### config.mk
export PLATFORM = sky130hd
export DESIGN_NAME = multicycle_control
export DESIGN_NICKNAME = d
export VERILOG_FILES = /design/src/rtl/multicycle_control.sv
export SDC_FILE = /design/constraint.sdc
export NUM_CORES = 1
export LEC_CHECK = 0
export CORE_MARGIN = 5
export CORE_UTILIZATION = 30
export DETAILED_ROUTE_END_ITERATION = 8
export PLACE_DENSITY = 0.57
export SKIP_CTS_REPAIR_TIMING = 1
export SYNTH_ARGS = -nofsm -noshare
export SYNTH_HDL_FRONTEND = slang
export SYNTH_SLANG_ARGS = --single-unit
### constraint.sdc
create_clock -name clk -period 2.4 [get_ports clk]
set_input_delay 0.48 -clock clk [delete_from_list [all_inputs] [get_ports clk]]
set_output_delay 0.48 -clock clk [all_outputs]
set_load 0.005 [all_outputs]
### src/rtl/multicycle_control.sv
// Multicycle CPU control sequencer: Moore FSM driving the datapath
// control lines, with memory-ready stalls and a retired-instruction count.
module multicycle_control #(
   parameter int CNT_WIDTH = 32
) (
   input  logic                 clk,
   input  logic                 reset,
   input  logic [5:0]           opcode,
   input  logic [5:0]           funct,
   input  logic                 mem_ready,
   output logic                 PCWrite,
   output logic                 PCWriteCond,
   output logic                 IorD,
   output logic                 MemRead,
   output logic                 MemWrite,
   output logic                 IRWrite,
   output logic                 MemtoReg,
   output logic                 ALUSrcA,
   output logic                 RegWrite,
   output logic                 RegDst,
   output logic [1:0]           PCSource,
   output logic [1:0]           ALUSrcB,
   output logic [3:0]           ALUOp,
   output logic [3:0]           state,
   output logic                 halted,
   output logic                 illegal,
   output logic [CNT_WIDTH-1:0] instr_count
);

   typedef enum logic [3:0] {
      S_INIT, S_FETCH, S_DECODE, S_MEM_ADDR, S_MEM_READ,
      S_MEM_WB, S_MEM_WRITE, S_R_EXEC, S_R_WB, S_I_EXEC,
      S_I_WB, S_BRANCH, S_JUMP, S_HALT
   } state_t;

   typedef struct packed {
      logic       pcw_j;
      logic       pcwc;
      logic       iord;
      logic       mrd;
      logic       mwr;
      logic       m2r;
      logic       srca;
      logic       rw;
      logic       rdst;
      logic [1:0] pcs;
      logic [1:0] srcb;
      logic [3:0] aop;
      logic       hlt;
   } ctrl_t;

   localparam logic [5:0] OP_R    = 6'b000000;
   localparam logic [5:0] OP_LW   = 6'b100011;
   localparam logic [5:0] OP_SW   = 6'b101011;
   localparam logic [5:0] OP_BEQ  = 6'b000100;
   localparam logic [5:0] OP_J    = 6'b000010;
   localparam logic [5:0] OP_ADDI = 6'b001000;
   localparam logic [5:0] OP_ANDI = 6'b001100;
   localparam logic [5:0] OP_ORI  = 6'b001101;
   localparam logic [5:0] OP_HALT = 6'b111111;

   localparam logic [3:0] A_ADD = 4'd0;
   localparam logic [3:0] A_SUB = 4'd1;
   localparam logic [3:0] A_AND = 4'd2;
   localparam logic [3:0] A_OR  = 4'd3;
   localparam logic [3:0] A_XOR = 4'd4;
   localparam logic [3:0] A_SLT = 4'd5;

   state_t st, nxt;
   ctrl_t  d, q;
   logic   f_ok, bad, retire;
   logic [3:0] f_op;

   // R-type funct field to ALU operation, with legality
   always_comb begin
      f_ok = 1'b1;
      f_op = A_ADD;
      unique case (funct)
         6'b100000: f_op = A_ADD;
         6'b100010: f_op = A_SUB;
         6'b100100: f_op = A_AND;
         6'b100101: f_op = A_OR;
         6'b100110: f_op = A_XOR;
         6'b101010: f_op = A_SLT;
         default:   f_ok = 1'b0;
      endcase
   end

   // next-state selection and illegal-instruction detection
   always_comb begin
      nxt = st;
      bad = 1'b0;
      unique case (st)
         S_INIT:      nxt = S_FETCH;
         S_FETCH:     if (mem_ready) nxt = S_DECODE;
         S_DECODE: begin
            unique case (opcode)
               OP_R: begin
                  nxt = f_ok ? S_R_EXEC : S_HALT;
                  bad = !f_ok;
               end
               OP_LW, OP_SW:              nxt = S_MEM_ADDR;
               OP_BEQ:                    nxt = S_BRANCH;
               OP_J:                      nxt = S_JUMP;
               OP_ADDI, OP_ANDI, OP_ORI:  nxt = S_I_EXEC;
               OP_HALT:                   nxt = S_HALT;
               default: begin
                  nxt = S_HALT;
                  bad = 1'b1;
               end
            endcase
         end
         S_MEM_ADDR:  nxt = (opcode == OP_LW) ? S_MEM_READ : S_MEM_WRITE;
         S_MEM_READ:  if (mem_ready) nxt = S_MEM_WB;
         S_MEM_WB:    nxt = S_FETCH;
         S_MEM_WRITE: if (mem_ready) nxt = S_FETCH;
         S_R_EXEC:    nxt = S_R_WB;
         S_R_WB:      nxt = S_FETCH;
         S_I_EXEC:    nxt = S_I_WB;
         S_I_WB:      nxt = S_FETCH;
         S_BRANCH:    nxt = S_FETCH;
         S_JUMP:      nxt = S_FETCH;
         S_HALT:      nxt = S_HALT;
         default:     nxt = S_INIT;
      endcase
   end

   assign retire = (nxt == S_FETCH) && (st != S_INIT) && (st != S_FETCH);

   // control word for the state being entered, so outputs come from flops
   always_comb begin
      d = '0;
      unique case (nxt)
         S_FETCH: begin
            d.mrd  = 1'b1;
            d.srcb = 2'b01;
         end
         S_DECODE:   d.srcb = 2'b10;
         S_MEM_ADDR: begin
            d.srca = 1'b1;
            d.srcb = 2'b10;
         end
         S_MEM_READ: begin
            d.mrd  = 1'b1;
            d.iord = 1'b1;
         end
         S_MEM_WB: begin
            d.rw  = 1'b1;
            d.m2r = 1'b1;
         end
         S_MEM_WRITE: begin
            d.mwr  = 1'b1;
            d.iord = 1'b1;
         end
         S_R_EXEC: begin
            d.srca = 1'b1;
            d.aop  = f_op;
         end
         S_R_WB: begin
            d.rw   = 1'b1;
            d.rdst = 1'b1;
         end
         S_I_EXEC: begin
            d.srca = 1'b1;
            if (opcode == OP_ANDI) begin
               d.srcb = 2'b11;
               d.aop  = A_AND;
            end else if (opcode == OP_ORI) begin
               d.srcb = 2'b11;
               d.aop  = A_OR;
            end else begin
               d.srcb = 2'b10;
            end
         end
         S_I_WB:     d.rw = 1'b1;
         S_BRANCH: begin
            d.srca = 1'b1;
            d.aop  = A_SUB;
            d.pcwc = 1'b1;
            d.pcs  = 2'b01;
         end
         S_JUMP: begin
            d.pcw_j = 1'b1;
            d.pcs   = 2'b10;
         end
         S_HALT:     d.hlt = 1'b1;
         default:    d = '0;
      endcase
   end

   // state, registered controls, sticky illegal flag and retire counter
   always_ff @(posedge clk or negedge reset) begin
      if (!reset) begin
         st          <= S_INIT;
         q           <= '0;
         illegal     <= 1'b0;
         instr_count <= '0;
      end else begin
         st <= nxt;
         q  <= d;
         if (bad) illegal <= 1'b1;
         if (retire)
            instr_count <= instr_count + {{(CNT_WIDTH-1){1'b0}}, 1'b1};
      end
   end

   assign IRWrite     = (st == S_FETCH) && mem_ready;
   assign PCWrite     = q.pcw_j || IRWrite;
   assign PCWriteCond = q.pcwc;
   assign IorD        = q.iord;
   assign MemRead     = q.mrd;
   assign MemWrite    = q.mwr;
   assign MemtoReg    = q.m2r;
   assign ALUSrcA     = q.srca;
   assign RegWrite    = q.rw;
   assign RegDst      = q.rdst;
   assign PCSource    = q.pcs;
   assign ALUSrcB     = q.srcb;
   assign ALUOp       = q.aop;
   assign halted      = q.hlt;
   assign state       = st;

endmodule

==> run metrics <==
die area=11900 um2; CP Launch Type=flop; Diodes inserted=0; Simple-Gate Fraction of Synth Area=28.1%; setup violators final=0; Final Max Tran Viols=0; HP Class=input pin to async pin; Detail Route Antenna Nets=0; Hold Fails Final Rpt=0; critical path capture point type=output pin; core footprint=9680 um2; Placer Congestion=0.846; fraction of registers with async set/reset=100%; mapped cell area=2950 um2; net count after synthesis=around 310; Root Driver=clkbuf_8; met3 WL post-DR=between 300 and 400 um; clock tree buffer depth=2; mux share of post-synthesis cell area=1.95%; Area Overhead vs Synth=53.5%; top cells by instance count after synthesis=dfrtp_1, xor2_1, nor2_1, nand2_1, nand3_1; initial drt markers=102; I/O Pins=71; clk_lat worst skew=about 0.30 ns; CP Max Fanout=9; fin crit period=~2.3 ns; clk_skew=0.00733 ns; Worst Path Required=roughly 1.9 ns; Synth Area in Compound Gates=8.47%; Least-Margin Pin Slew=about 0.51 ns; Place WS=-0.597 ns; DR vias=roughly 2600; Rel. slew slack=66.2%; Synth Warn #=0; PD cells=roughly 850 nW/um2; fin crit share=96.1%; layout cells sized above 1=30.9%; critical path, cell by cell=buf_4, nor2b_2, nand3_2, nand2b_1, clkdlybuf4s50_1; max-cap viol count=0; XOR/XNOR share of the synthesized area=around 10%; Chip Width=about 110 um; port bufs=69; Post-DP Area=4140 um2; CTS Buf Count=5; drt pass-1 iters=4; Vias/cell=4.73; initial antenna violation count=0; leakage=0.00212 uW; initial core utilization=30.5%; final instance area=4530 um2; internal reg-to-reg setup slack=roughly 0.13 ns; average routed wire per standard cell=14.0 um; Crit path largest cell delay=0.51 ns; total power draw=3870 uW; Seq/Total Area, Yosys=44.9%; critical register-to-register path startpoint=instr_count[6]; reg2reg path depth=7; drt total wl=7.69 mm; run status=completed; #FFs+latches synth=53; Yosys cell types=64; Final Core Density=46.8%; WL met2=~3.6 mm; CTS tree=done; drc violations=0; Global Route Usage Sum=between 10 and 15%; reg-to-reg endpoint=instr_count[27]; syn_area_per_cell=approximately 10 um2; Post-synth EDFFs=0; nets=approximately 440; share of the synthesized area in the top cell type=44.9%; global route overflow=0; uppermost layer routed=met4; detailed placement HPWL=5.71 mm; first-pass GRT wire length=12.1 mm; Peak Freq=434 MHz; top-count cell post-synth=dfrtp_1; largest family of logic cells by synthesized area=simple AND/OR/NAND/NOR gates; Crit Path Class=flop to output pin; dominant synthesized flop cell=dfrtp_1; largest net degree at the start of global routing=24; Sink Count=between 50 and 60; H-tree lvl count=2; routed length on met1=3.67 mm; Clock Pin Slew Worst Setup and Hold Paths=0.09 ns; vias in the first global route=2516; Synth Area in Adders=0.424%; CP max-delay cell=clkdlybuf4s50_1; die height=109 um; Synth Instances=296; Worst Setup Slack, final=0.0948 ns; maximum vdd ir drop=0.388 mV; post-synth top area cell=dfrtp_1; top cells by area, synth=dfrtp_1, xor2_1, nor2_1, nand2_1, nand3_1; Row Count=36; CP arrival=around 1.8 ns
==> metrics by stage <==
stage	setup TNS (ns)	hold slack [ns]	cells
2_1_floorplan	-0.00347	0.184	296
3_3_place_gp	-16.58	0.457	537
3_5_place_dp	-20.57	0.460	537
4_1_cts	-6.68	0.156	543
5_1_grt	-0.00183	0.176	551
6_report	0	0.147	551
==> sequential cells by signal, summed over array words and instances, names as in the netlist <==
name / flops
RegWrite: 1
MemRead: 1
ALUSrcA: 1
ALUOp: 3
state: 4
ALUSrcB: 2
IorD: 1
q: 1
halted: 1
instr_count: 32
MemtoReg: 1
PCSource: 2
illegal: 1
RegDst: 1
MemWrite: 1
==> cell families (layout without fill, tap and decap cells) <==
logic type,after synthesis,after routing
and+or+nand+nor,136,136
muxes,5,5
AOI/OAI and AO/OA,34,34
buffers and inverters,33,155
xor gates and xnor gates,33,33
DFF,53,53
other,1,1
adders and majority gates,1,1
==> report_power, final <==
| group | internal (uW) | leakage [uW] | switching (uW) |
|---|---|---|---|
| sequential | 1050 | 0.000683 | 131 |
| clock | 193 | 0.0000399 | 271 |
| combinational | 1150 | 0.00140 | 1070 |
| total | 2390 | 0.00212 | 1470 |
==> area by class of cell <==
| cell class | instances | area [um2] |
|---|---|---|
| Fill cell | 905 | 5150 |
| Multi-Input combinational cell | 210 | 1650 |
| Sequential cell | 53 | 1330 |
| Timing Repair Buffer | 137 | 1270 |
| Tap cell | 133 | 166 |
| Clock buffer | 5 | 68.8 |
| Inverter | 12 | 45.0 |
| Clock inverter | 1 | 5.00 |
==> placed cells by master, fill, tap and decap left out, types with 6 or more instances in the layout <==
cell / instances
xnor2_1: 8
nor4_4: 6
o21ai_0: 7
dfrtp_1: 51
dlymetal6s2s_1: 11
nand4_1: 7
nor2_1: 19
inv_1: 12
clkdlybuf4s50_1: 57
nand3_1: 13
nand2_1: 22
nor3_1: 9
buf_4: 63
xor2_1: 25
==> worst max-delay path by stage <==
stage / slack (ns) / from / endpoint
2_1_floorplan: -0.003 / opcode[0] / instr_count[1]
3_3_place_gp: -0.52 / opcode[0] / instr_count[10]
3_5_place_dp: -0.60 / opcode[0] / instr_count[10]
4_1_cts: -0.30 / opcode[0] / instr_count[10]
5_1_grt: -0.002 / instr_count[6] / instr_count[31]
6_report: 0.09 / state[1] / PCWrite
==> worst max-delay path: cells and delay by family (launching register included) <==
kind | cells | cell delay [ns]
buf+inv | 2 | 0.69
simple gates | 3 | 0.41
flops | 1 | 0.42
==> per-layer routing <==
metal	global-route usage (%)	up-vias
li1	-	1273
met1	17.3	1263
met2	20.2	61
met3	2.90	8
met4	2.58	0
met5	0	-
No activity file was read; power rests on OpenSTA's default activity.
